===== src/rtl/ones_idx_serializer.sv =====
// Walks a latched bitmap and emits the index of each set bit, lowest index first,
// one per out_valid/out_ready handshake, while reporting how many indices are left.
module ones_idx_serializer #(
  parameter  int LOG_VEC_SIZE = 3,
  localparam int VEC_SIZE     = 1 << LOG_VEC_SIZE
) (
  input  logic                    clk,
  input  logic                    resetN,
  input  logic                    in_valid,
  output logic                    in_ready,
  input  logic [0:VEC_SIZE-1]     in_vec,
  output logic                    out_valid,
  input  logic                    out_ready,
  output logic [LOG_VEC_SIZE-1:0] out_idx,
  output logic                    out_last,
  output logic [LOG_VEC_SIZE:0]   remaining,
  output logic                    zero_drop
);

  typedef enum logic {IDLE = 1'b0, EMIT = 1'b1} state_t;

  state_t                state, state_next;
  logic [0:VEC_SIZE-1]   pending, pending_next;
  logic                  zero_drop_next;

  always_ff @(posedge clk) begin
    if (!resetN) begin
      state     <= IDLE;
      pending   <= '0;
      zero_drop <= 1'b0;
    end else begin
      state     <= state_next;
      pending   <= pending_next;
      zero_drop <= zero_drop_next;
    end
  end

  // Priority encode the lowest set index and count the pending ones.
  always_comb begin
    out_idx   = '0;
    remaining = '0;
    for (int i = VEC_SIZE - 1; i >= 0; i--) begin
      if (pending[i]) out_idx = LOG_VEC_SIZE'(i);
    end
    for (int i = 0; i < VEC_SIZE; i++) begin
      remaining = remaining + (LOG_VEC_SIZE + 1)'(pending[i]);
    end
  end

  assign out_last  = (remaining == (LOG_VEC_SIZE + 1)'(1));
  assign in_ready  = (state == IDLE);
  assign out_valid = (state == EMIT);

  always_comb begin
    state_next     = state;
    pending_next   = pending;
    zero_drop_next = 1'b0;
    case (state)
      IDLE: begin
        if (in_valid) begin
          if (in_vec == '0) begin
            zero_drop_next = 1'b1;
          end else begin
            pending_next = in_vec;
            state_next   = EMIT;
          end
        end
      end
      EMIT: begin
        if (out_ready) begin
          pending_next[out_idx] = 1'b0;
          if (out_last) state_next = IDLE;
        end
      end
      default: state_next = IDLE;
    endcase
  end

endmodule


===== config.mk =====
export PLATFORM = sky130hd
export DESIGN_NAME = ones_idx_serializer
export DESIGN_NICKNAME = d
export VERILOG_FILES = /design/src/rtl/ones_idx_serializer.sv
export SDC_FILE = /design/constraint.sdc
export NUM_CORES = 1
export LEC_CHECK = 0
export ABC_AREA = 1
export CAP_MARGIN = 15
export CELL_PAD_IN_SITES_DETAIL_PLACEMENT = 0
export CELL_PAD_IN_SITES_GLOBAL_PLACEMENT = 1
export CORE_UTILIZATION = 32
export CTS_CLUSTER_DIAMETER = 30
export DETAILED_ROUTE_END_ITERATION = 6
export GPL_TIMING_DRIVEN = 1
export PLACE_DENSITY_LB_ADDON = 0.1
export SYNTH_ARGS = -nofsm -noshare
export SYNTH_HDL_FRONTEND = slang
export SYNTH_SLANG_ARGS = --single-unit

===== constraint.sdc =====
create_clock -name clk -period 5.1 [get_ports clk]
set_input_delay 1.53 -clock clk [delete_from_list [all_inputs] [get_ports clk]]
set_output_delay 1.53 -clock clk [all_outputs]
set_load 0.02 [all_outputs]

==> flow_results.org, run 1 <==
** Run status
- Status :: finished clean

** Worst setup path
- STA classifies the critical path startpoint as a register.
- STA classifies the critical path endpoint as an output pin.
- Path type of the worst setup path :: reg -> out
- Maximum fanout along the worst path :: 4
- Data required time at the worst endpoint :: 3.57 ns
- Crit path DAT :: 3.34 ns

** Route
- Total Routed Length :: 1.79 mm
- The detail route stage leaves a number of antenna-violating nets equal to 0.
- Routed via count :: 793
- Detailed-router iteration count before antenna repair :: 4
- Dividing the detail-routed wire length by the instance count gives 9.87 µm.
- In this run, the number of DRC markers left after iteration 0 of detailed routing was 10.
- Via count normalized by instance count :: 4.38
- In the routed design, unresolved DRC markers number 0.

** Pwr
- Switching part of the total :: 39.3%
- In this run the static leakage power is 0.557 nW.
- Sequential fraction of design power :: 27.8%
- The worst-case IR drop observed on VDD is 0.000172 V.
- Switching power :: 0.131 mW
- Total power for the finished layout comes to 0.333 mW.
- Total power per unit cell area :: 294 nW/µm²
- Cell-internal power :: 0.202 mW
- Clock Power Share :: 21.5%
- Per report_power, the combinational group accounts for 50.7% of the total.

** Layout
- Area growth from synthesis to final layout :: 34.0%
- Fraction of final layout cells with drive strength greater than 1 :: 14.6%
- Counting the fill cells in the layout gives 266.
- After routing the design area is 1130 µm².
- Excluding fillers, the count of instances in the completed layout stands at 181.
- # nets final :: 173
- Diodes inserted :: 0

** Die
- The floorplan has 18 rows.
- The core region is 2480 µm².
- 23 I/O pins were placed.
- Initial Util :: 34.1%
- Die Span X :: 53.4 µm
- Total die area :: 2850 µm²
- Height of the die :: 53.4 µm

** Timing
- Max Slew Vio Count :: 0
- For the final routed database, the setup TNS stands at 0 ns.
- Final Worst Setup Slack :: 0.226 ns
- Measured against its own limit, the worst slew margin works out to 72.3%.
- Clock skew :: 0.00522 ns
- Final critical-path required period :: 4.87 ns
- Setup violations remaining at the end of the flow were counted as 0.
- At the pin with the least slew margin, the transition time is 0.416 ns.
- Unrepaired setup endpoints after global routing :: false
- The final count of hold timing violations was 0.
- The final critical path takes up 95.6% of the cycle.
- Achievable frequency :: 0.205 GHz

** Yosys
- Mapped Avg Cell Area :: 6.71 µm²
- Seq/Total Area, Yosys :: 23.7%
- Post-Synthesis Cell Area :: 846 µm²
- Counting flops and latches in the post-synthesis netlist gives 10.
- The number of different library cells used by synthesis comes to 23.
- In the synthesized netlist, the number of instances is 126.
- Total nets after synthesis :: 147
- Total number of yosys warnings :: 0

** Placed design
- Minimum setup slack after placement :: 0.0472 ns
- Cell count after placement :: 177
- The placed instances occupy a cell area of 1100 µm².
- I/O Buffers :: 22
- Once detailed placement completed, the half-perimeter wirelength came to 1.53 mm.
- The congestion estimate from routability-driven global placement came to 0.736.

** CTS
- For this design, the CTS-stage hold fixing added 0 buffers.
- After clock tree synthesis, the setup repair step added 0 buffers.
- CTS built an H-tree with a depth of 1.
- Number of buffers created by CTS :: 3
- Cell at the root of the clock tree :: sky130_fd_sc_hd__clkbuf_4
- Skew-Pair Late Insertion Delay :: 0.26 ns
- Clock Pin Slew Worst Setup and Hold Paths :: 0.07 ns
- Counting along the longest clock path gives a buffer depth of 2.
- TritonCTS clock tree :: built
- The clock net in this run drives a total of 10 sinks.
- The number of gates resized after CTS was 2.

** GRT
- Global routing used 15.5% of the available tracks across all layers.
- Number of global-route vias before repair :: 719
- Pin count of the biggest net entering global routing :: 13
- For this run, global-route usage on met1 was measured as 20.8%.
- Most Crowded Layer GR :: met2
- Global routing met2 resource utilization :: 23.3%
- Antenna violations before repair :: 0
- Leftover overflow at the end of global routing :: 0
- Met3 Usage GRT :: 5.17%
- The first global-routing pass estimated 3.08 mm of wire.

** Min path
- The path class of the tightest hold or removal check is reg -> reg.

** Run
- The tool flagged a number of max-cap violations equal to 0.
[path summary, 6_finish.rpt]
path	startpoint	to	slack (ns)	cells past startpoint
min	pending[1]	pending[1]	0.50	2
min reg2reg	pending[1]	pending[1]	0.50	2
max	pending[7]	remaining[2]	0.23	10
max reg2reg	pending[7]	out_valid	1.90	13
[per-layer routing]
layer	share of wire, %	up-vias
met4	0.56	0
met5	0	-
met1	50	340
met2	44	20
li1	-	431
met3	4.7	2
[per-stage QoR]
stage          utilization (%)  hold slack, ns
4_1_cts                   45.7           0.510
3_3_place_gp              44.3           0.492
5_1_grt                   45.8           0.534
2_1_floorplan                -           0.452
6_report                  45.8           0.503
3_5_place_dp              44.3           0.500
[critical path, stage by stage (launching register included)]
cell	delay [ns]
sky130_fd_sc_hd__dfxtp_1	0.35
sky130_fd_sc_hd__fa_1	0.54
sky130_fd_sc_hd__inv_1	0.05
sky130_fd_sc_hd__fa_1	0.49
sky130_fd_sc_hd__fa_1	0.42
sky130_fd_sc_hd__inv_1	0.07
sky130_fd_sc_hd__ha_1	0.16
sky130_fd_sc_hd__inv_1	0.05
sky130_fd_sc_hd__fa_1	0.37
sky130_fd_sc_hd__xnor2_1	0.22
sky130_fd_sc_hd__dlygate4sd2_1	0.36
[cells by family (layout without fill, tap and decap cells)]
kind of cell,after synthesis,count (layout),synth area share (%)
xor+xnor,1,1,1.04
compound gates,11,11,6.95
buf+inv,27,52,12.1
flops,10,10,23.7
simple gates,68,68,39.4
fa+ha+maj,9,9,16.9
[power by group through the flow]
stage / Clock (mW) / Combinational [mW] / Sequential [mW]
6_report: 0.0715 / 0.169 / 0.0927
5_1_grt: 0.0782 / 0.190 / 0.0939
4_1_cts: 0.0741 / 0.170 / 0.0928
3_5_place_dp: 0 / 0.173 / 0.0946
3_3_place_gp: 0 / 0.173 / 0.0945
2_1_floorplan: 0 / 0.114 / 0.0914
[flip-flops by register name, indices dropped and copies added (netlist names)]
name,count
pending,8
out_valid,1
zero_drop,1
[cell usage after synthesis]
cell / number / area, µm²
sky130_fd_sc_hd__nand2_2: 4 / 25.0
sky130_fd_sc_hd__nand3_2: 1 / 10.0
sky130_fd_sc_hd__nand3_1: 6 / 30.0
sky130_fd_sc_hd__fa_1: 4 / 80.1
sky130_fd_sc_hd__xnor2_1: 1 / 8.76
sky130_fd_sc_hd__ha_1: 5 / 62.6
sky130_fd_sc_hd__a21oi_1: 8 / 40.0
sky130_fd_sc_hd__clkinv_1: 1 / 3.75
sky130_fd_sc_hd__and2_4: 1 / 8.76
sky130_fd_sc_hd__nor3_2: 1 / 10.0
sky130_fd_sc_hd__dfxtp_1: 10 / 200
sky130_fd_sc_hd__inv_1: 23 / 86.3
sky130_fd_sc_hd__nand4_1: 1 / 6.26
sky130_fd_sc_hd__inv_2: 2 / 7.51
sky130_fd_sc_hd__o21ai_1: 2 / 10.0
sky130_fd_sc_hd__nor2_4: 1 / 11.3
sky130_fd_sc_hd__nand2_1: 39 / 146
sky130_fd_sc_hd__nand2_4: 3 / 33.8
sky130_fd_sc_hd__nor4_1: 1 / 6.26
sky130_fd_sc_hd__buf_2: 1 / 5.00
sky130_fd_sc_hd__nor2_2: 3 / 18.8
sky130_fd_sc_hd__nor2_1: 7 / 26.3
sky130_fd_sc_hd__o21ai_2: 1 / 8.76
[layout by cell type (no fill, tap or decap), types with 2 or more instances in the layout]
| master | n |
|---|---|
| sky130_fd_sc_hd__nand2_4 | 3 |
| sky130_fd_sc_hd__nand3_1 | 6 |
| sky130_fd_sc_hd__o21ai_1 | 2 |
| sky130_fd_sc_hd__nand2_2 | 4 |
| sky130_fd_sc_hd__nor2_1 | 7 |
| sky130_fd_sc_hd__clkdlybuf4s50_1 | 19 |
| sky130_fd_sc_hd__inv_1 | 23 |
| sky130_fd_sc_hd__inv_2 | 2 |
| sky130_fd_sc_hd__ha_1 | 5 |
| sky130_fd_sc_hd__clkbuf_4 | 3 |
| sky130_fd_sc_hd__dfxtp_1 | 10 |
| sky130_fd_sc_hd__nor2_2 | 3 |
| sky130_fd_sc_hd__nand2_1 | 39 |
| sky130_fd_sc_hd__fa_1 | 4 |
| sky130_fd_sc_hd__a21oi_1 | 8 |
[layout make-up]
class	instances	area [µm²]	share of cell area (%)
Clock buffer	4	36.3	3.20
Inverter	26	97.6	8.61
Multi-Input combinational cell	89	543	47.9
Sequential cell	10	200	17.7
Tap cell	30	37.5	3.31
Timing Repair Buffer	22	219	19.3
(Power assumes the default switching activity.)
==> run 2, diff against run 1 <==
CORE_UTILIZATION = 35   (was 32)
CTS_CLUSTER_SIZE = 8   (was unset)
clock period = 5.9 ns   (was 5.1 ns; I/O delays follow)
==> flow_results.org, run 2 (synthesis results as in run 1) <==
** Die
- The vertical extent of the die is 51.2 µm (-4.2%).
- Total core area :: 2250 µm² (-9.0%)
- The number of core rows was 17 (-1).
- The starting utilization of the core area is 37.5% (+3.4 points).
- The die boundary width came to 51.2 µm (-4.2%).
- Total die area :: 2620 µm² (-8.2%)
- Total I/O pin count :: 23 (unchanged)

** Placed design
- The estimated wirelength of the detail-placed design came to 1.61 mm (+5.6%).
- The count of buffers inserted at the top-level ports was 22 (unchanged).
- The placer's final routability congestion estimate is 0.761 (+3.3%).
- The area after detailed placement is 1100 µm² (-0.23%).
- Minimum setup slack after placement :: 0.553 ns (+0.506 ns)

** GRT
- Total GRT Usage :: 16.4% (+0.98 points)
- Antenna violations before repair :: 0 (unchanged)
- The number of global-route vias before repair is 741 (+3.1%).
- The first-pass GRT wire length was 3.19 mm (+3.6%).
- The aggregate global routing overflow came to 0 (unchanged).
- The pin count of the biggest net entering global routing is 13 (unchanged).

** Route
- The total length of routed wires was 1.85 mm (+3.6%).
- The number of nets still failing antenna checks after routing was 0 (unchanged).
- The number of violations reported at the end of detailed-routing iteration 0 was 8 (-2).
- The detailed-route DRC error count is 0 (unchanged).
- The detail-routed net length per standard cell was 10.4 µm (+5.3%).
- The number of optimization iterations in the first detailed-route pass came to 4 (unchanged).
- The count of vias placed by the detailed router came to 805 (+1.5%).
- The via density per instance is 4.52 (+3.2%).

** Timing
- The relative slew slack is 73.9% (+1.7 points).
- Final Setup Violations :: 0 (unchanged)
- Setup total negative slack :: 0 ns (unchanged)
- The final worst setup slack was 0.287 ns (+0.0611 ns).
- Max Slew Vio Count :: 0 (unchanged)
- After layout, the worst path uses 95.1% of the clock period.
- Unrepaired setup endpoints after global routing :: false
- Based on the critical path, the design can be clocked at up to 0.178 GHz.
- Final critical-path required period :: 5.61 ns
- Hold Fails Final Rpt :: 0 (unchanged)
- The setup skew after layout is 0.000346 ns (-0.00487 ns).
- Measured slew at the worst slew-check pin :: 0.390 ns (-0.0253 ns)

** CTS
- The number of levels the H-tree was split into was 1 (unchanged).
- The clock sink count came to 10 (unchanged).
- The maximum buffer depth of the clock tree came to 2 (unchanged).
- The number of clock buffers inserted by TritonCTS came to 3 (unchanged).
- TritonCTS clock tree :: built
- The buffers inserted during post-CTS setup optimization came to 0 (unchanged).
- Clock Pin Slew Worst Setup and Hold Paths :: 0.06 ns (about the same)
- The number of cells upsized or downsized after cts was 0 (-2).
- Skew-Pair Late Insertion Delay :: 0.26 ns (about the same)
- Cell at the root of the clock tree :: sky130_fd_sc_hd__clkbuf_4
- Hold buffer count at cts :: 0 (unchanged)

** Layout
- Flip-flop count of the largest register after layout :: 8 (unchanged)
- The library cell used most frequently in the layout, excluding fill and tap cells, is sky130_fd_sc_hd__nand2_1.
- The post-route cell area was 1120 µm² (-1.3%).
- Leaving out fill and tap cells, the most frequent cells in the layout are sky130_fd_sc_hd__nand2_1, sky130_fd_sc_hd__inv_1, sky130_fd_sc_hd__clkdlybuf4s50_1.
- The net count of the finished layout came to 173 (unchanged).
- Diodes inserted :: 0 (unchanged)
- The share of layout cells above drive strength 1 is 13.3% (-1.2 points).
- More flip-flops sit in one register than any other, and that register is pending.
- Relative to the synthesized area, the layout overhead comes to 32.2%.

** Worst setup path
- The setup path with the least slack is of type reg -> out.
- Crit. path cell count :: 11 (+1)
- STA classifies the critical path endpoint as an output pin.
- Data required time at the worst endpoint :: 4.13 ns (+0.56 ns)
- Worst path top cell family by delay :: adder cells
- The most critical setup path has its startpoint at pending[7].
- Maximum fanout along the worst path :: 4 (unchanged)
- CP startpoint kind :: register
- Largest incremental delay on the critical path :: 0.63 ns (+0.09 ns)
- On the critical path, the stage with the largest delay is an instance of sky130_fd_sc_hd__clkdlybuf4s50_1.
- Crit path DAT :: 3.84 ns (+0.50 ns)
- Counting stages on the worst path, the most repeated cell is sky130_fd_sc_hd__fa_1.
- The depth of the worst register-to-register path was 13 (unchanged).
- CP bufs+invs :: 4 (unchanged)
- Startpoint of the worst register-to-register path :: pending[7]
- Cells along the critical path :: fa_1, inv_1, fa_1, fa_1, inv_1, ha_1, inv_1, fa_1, nand2_1, nor3_2, clkdlybuf4s50_1

** Pwr
- Leak :: 0.530 nW (-4.9%)
- VDD IR max :: 0.000138 V (-20%)
- Total power per unit cell area :: 248 nW/µm² (-16%)

** Min path
- Hold wc startpoint :: pending[1]
- In this run the worst hold path is classified as reg -> reg.
- The hold-critical path depth came to 2 (unchanged).

** Run status
- Status :: finished clean

** Run
- The total of max-cap violations came to 0 (unchanged).
==> run 2: final timing paths <==
| check | end | slack (ns) |
|---|---|---|
| worst min-delay path | pending[1] | 0.50 |
| worst max register to register | out_valid | 2.66 |
| worst min register to register | pending[1] | 0.50 |
| worst max-delay path | out_last | 0.29 |
==> run 2: metal layers <==
metal	track usage (%)	vias to the layer above	part of all wire, %
met2	28.7	19	49
li1	-	431	-
met3	3.87	2	3.9
met4	4.17	0	0.43
met1	20.0	353	46
met5	0	-	0
==> run 2: report_power, final <==
part           switching (mW)  internal (mW)
combinational          0.0822         0.0686
clock                  0.0225         0.0236
sequential            0.00746         0.0725
==> run 2: cell type report <==
cell class,instances,area [µm²]
timing repair buffer,22,220
fill,245,1140
clock buffer,3,22.5
multi-input combinational,89,543
sequential,10,200
tap,28,35.0
inverter,26,97.6
==> run 2: per-stage QoR <==
stage          std cells  power (mW)  hold slack, ns  util, %
6_report             178       0.277           0.502     49.6
5_1_grt              178       0.300           0.540     49.6
4_1_cts              178       0.281           0.505     49.6
3_5_place_dp         175       0.234           0.495     48.6
3_3_place_gp         175       0.231           0.490     48.6
2_1_floorplan        126       0.178           0.452        -
==> run 2: worst reg2reg max path, cell delays in order, from the launching register on <==
cell and delay (ns):
sky130_fd_sc_hd__dfxtp_1 0.35, sky130_fd_sc_hd__fa_1 0.55, sky130_fd_sc_hd__inv_1 0.05, sky130_fd_sc_hd__fa_1 0.51, sky130_fd_sc_hd__fa_1 0.44, sky130_fd_sc_hd__inv_1 0.07
sky130_fd_sc_hd__ha_1 0.16, sky130_fd_sc_hd__inv_1 0.06, sky130_fd_sc_hd__fa_1 0.49, sky130_fd_sc_hd__nand2_1 0.07, sky130_fd_sc_hd__nor3_2 0.21, sky130_fd_sc_hd__nand2_1 0.07
sky130_fd_sc_hd__nand2_1 0.06, sky130_fd_sc_hd__a21oi_1 0.06
==> run 3, diff against run 2 <==
ABC_AREA = unset   (was 1)
CORE_UTILIZATION = 36   (was 35)
==> flow_results.org, run 3 <==
** Timing
- Worst relative slew slack :: 59.0% (-15 points)
- Measured slew at the worst slew-check pin :: 0.613 ns (+0.223 ns)
- The highest clock frequency the design can meet came to 0.182 GHz (+2.2%).
- Final critical-path required period :: 5.49 ns (-0.119 ns)
- The number of endpoints failing setup at the final stage came to 0 (unchanged).
- Setup total negative slack :: 0 ns (unchanged)
- The final worst setup slack was 0.406 ns (+0.119 ns).
- Hold Fails Final Rpt :: 0 (unchanged)
- Setup repair after global routing left no endpoint under its margin.
- The max-slew violation total from the final report was 0 (unchanged).
- Clock skew :: 0.00210 ns (+0.00176 ns)
- The share of the cycle needed by the critical path after routing came to 93.1% (-2.0 points).

** Placed design
- The post-place setup slack came to 0.663 ns (+0.110 ns).
- GP Congestion :: 0.778 (+2.2%)
- The count of buffers inserted at the top-level ports came to 22 (unchanged).
- The estimated wirelength of the detail-placed design came to 1.41 mm (-12%).

** Layout
- Area taken by flip-flops and latches :: 200 µm² (unchanged)
- The area of the multi-input gates is 532 µm² (-2.1%).
- Fraction of final layout cells with drive strength greater than 1 :: 9.40% (-3.9 points)
- Flip-flop count of the largest register after layout :: 8 (unchanged)
- Diodes inserted :: 0 (unchanged)
- The net count of the finished layout came to 140 (-19%).
- Most flops, register :: pending
- Number of filler cells placed in the layout :: 203 (-17%)
- Commonest non-fill, non-tap cells in the layout :: sky130_fd_sc_hd__clkdlybuf4s50_1, sky130_fd_sc_hd__nand2_1, sky130_fd_sc_hd__inv_1
- The library cell used most frequently in the layout, excluding fill and tap cells, is sky130_fd_sc_hd__clkdlybuf4s50_1.
- Area growth from synthesis to final layout :: 33.4%

** Yosys
- The synthesized cell area was 801 µm² (-5.3%).
- Register bit count reported by yosys :: 10 (unchanged)
- For this run, the leading register cell type out of synthesis is sky130_fd_sc_hd__dfxtp_1.
- The number of different library cells in the post-synthesis netlist was 39 (+70%).
- The number of synthesized flops with an enable pin was 0 (unchanged).
- Seq/Total Area, Yosys :: 25.0% (+1.3 points)
- Cell accounting for the most synthesized area :: sky130_fd_sc_hd__dfxtp_1
- Share of async-settable or async-resettable flops after synthesis :: 0% (unchanged)
- Ranking of synthesized cells by instance count :: sky130_fd_sc_hd__nand2_1, sky130_fd_sc_hd__inv_1, sky130_fd_sc_hd__dfxtp_1
- Total number of yosys warnings :: 0 (unchanged)
- Sorting the synthesized cells by area gives the leading types as sky130_fd_sc_hd__dfxtp_1, sky130_fd_sc_hd__fa_1, sky130_fd_sc_hd__ha_1, sky130_fd_sc_hd__nand2_1, sky130_fd_sc_hd__inv_1.
- Most common cell in the synthesized netlist :: sky130_fd_sc_hd__nand2_1
- The number of instances in the synthesized netlist is 94 (-25%).
- The net count after synthesis was 115 (-22%).
- The average cell area after synthesis came to 8.52 µm² (+27%).
- Area share of the largest cell type after synthesis :: 25.0% (+1.3 points)

** CTS
- Number of buffers created by CTS :: 3 (unchanged)
- Cell at the root of the clock tree :: sky130_fd_sc_hd__clkbuf_4
- Number of clock sinks :: 10 (unchanged)
- Post-cts gate resize count :: 0 (unchanged)
- TritonCTS built the clock tree.
- The maximum buffer depth of the clock tree is 2 (unchanged).
- The number of levels the H-tree was split into is 1 (unchanged).
- Skew-Pair Late Insertion Delay :: 0.26 ns (about the same)
- Hold buffer count at cts :: 0 (unchanged)
- Clock Pin Slew Worst Setup and Hold Paths :: 0.06 ns (about the same)
- Number of post-CTS setup repair buffers :: 0 (unchanged)

** Die
- Total die area :: 2420 µm² (-7.6%)
- Height of the die :: 49.2 µm (-3.9%)
- Row count :: 16 (-1)
- Total I/O pin count :: 23 (unchanged)
- Initial Util :: 39.6% (+2.1 points)
- Total core area :: 2020 µm² (-10%)
- Die Span X :: 49.2 µm (-3.9%)

** Worst setup path
- Crit. End Element :: output pin
- Maximum fanout along the worst path :: 5 (+1)
- The count of buffering cells on the critical path with inverters included is 4 (unchanged).
- On the critical path, the stage with the largest delay is an instance of sky130_fd_sc_hd__clkdlybuf4s50_1.
- In this design, the largest share of critical-path delay is due to adder cells.
- Data required time at the worst endpoint :: 4.13 ns (about the same)
- The critical path is of the reg -> out type.
- The longest individual stage delay on the worst path came to 0.62 ns (about the same).
- The worst setup path is launched from a register.
- Traced cell by cell, the critical path runs through fa_1, inv_1, fa_1, fa_1, inv_1, ha_1, inv_1, fa_1, xnor2_1, nor3_1, clkdlybuf4s50_1.
- Crit path DAT :: 3.72 ns (-0.12 ns)
- Counting stages on the worst path, the most repeated cell is sky130_fd_sc_hd__fa_1.

** Route
- Via count normalized by instance count :: 5.22 (+15%)
- The number of violations reported at the end of detailed-routing iteration 0 is 20 (+12).
- Detailed-router iteration count before antenna repair :: 4 (unchanged)
- Routed via count :: 752 (-6.6%)
- Post-route ant nets :: 0 (unchanged)
- The detail-routed net length per standard cell is 12.4 µm (+19%).
- DR DRC count :: 0 (unchanged)
- The total length of routed wires is 1.78 mm (-3.7%).

** Run status
- Status :: finished clean

** GRT
- The aggregate global routing overflow was 0 (unchanged).
- The pin count of the biggest net entering global routing came to 13 (unchanged).
- Total GRT Usage :: 16.7% (+0.24 points)
- The number of global-route vias before repair came to 750 (+1.2%).
- The initial antenna violation count came to 0 (unchanged).
- Global-route wire length before repair :: 3.17 mm (-0.63%)

** Pwr
- Leak :: 0.428 nW (-19%)
- VDD IR max :: 0.000149 V (+7.4%)
- The power per standard cell area is 297 nW/µm² (+20%).

** Run
- Reported max-cap violation count :: 0 (unchanged)

** Min path
- In this run the worst hold path is classified as reg -> reg.
## run 3: final cells by class
class                      count  share of cell area, %
multi-input combinational     67                   49.8
tap                           27                   3.16
sequential                    10                   18.7
clock buffer                   3                   2.11
timing repair buffer          23                   21.3
inverter                      14                   4.92
## run 3: worst min-delay path: stages (launching register included)
cell and delay (ns):
sky130_fd_sc_hd__dfxtp_1 0.34, sky130_fd_sc_hd__nand2_1 0.07, sky130_fd_sc_hd__o211ai_1 0.07
## run 3: routing by layer
metal / GRT usage (%) / routed length [µm] / vias up
li1: - / - / 390
met1: 22.2 / 897 / 341
met2: 27.6 / 785 / 17
met3: 2.80 / 84 / 4
met4: 4.41 / 15 / 0
met5: 0 / 0 / -
## run 3: metrics by stage
step / area [µm²] / util [%] / total power [mW] / hold slack, ns / cells
2_1_floorplan: 801 / - / 0.202 / 0.499 / 94
3_3_place_gp: 1050 / 51.7 / 0.276 / 0.522 / 141
3_5_place_dp: 1050 / 51.7 / 0.277 / 0.528 / 141
4_1_cts: 1070 / 52.8 / 0.322 / 0.537 / 144
5_1_grt: 1070 / 52.8 / 0.343 / 0.573 / 144
6_report: 1070 / 52.8 / 0.317 / 0.534 / 144
## run 3: worst paths after layout
path / end / depth (start not counted) / start / slack, ns
hold / removal: pending[6] / 2 / pending[6] / 0.53
hold reg to reg: pending[6] / 2 / pending[6] / 0.53
setup reg to reg: out_valid / 11 / pending[7] / 2.54
setup / recovery: out_last / 11 / pending[7] / 0.41
## run 3: kinds of logic after synthesis
kind of cell    after synthesis  synth area share [%]
simple gates                 32                  22.5
fa+ha+maj                     9                  17.8
flops                        10                  25.0
compound gates               25                  25.0
xor+xnor                      1                  1.09
buf+inv                      17                  8.59
## run 3: report_power, final
part / internal, mW / switching, mW / total, mW
Sequential: 0.0752 / 0.0132 / 0.0885
Combinational: 0.0895 / 0.0950 / 0.185
Clock: 0.0234 / 0.0208 / 0.0443
Total: 0.188 / 0.129 / 0.317
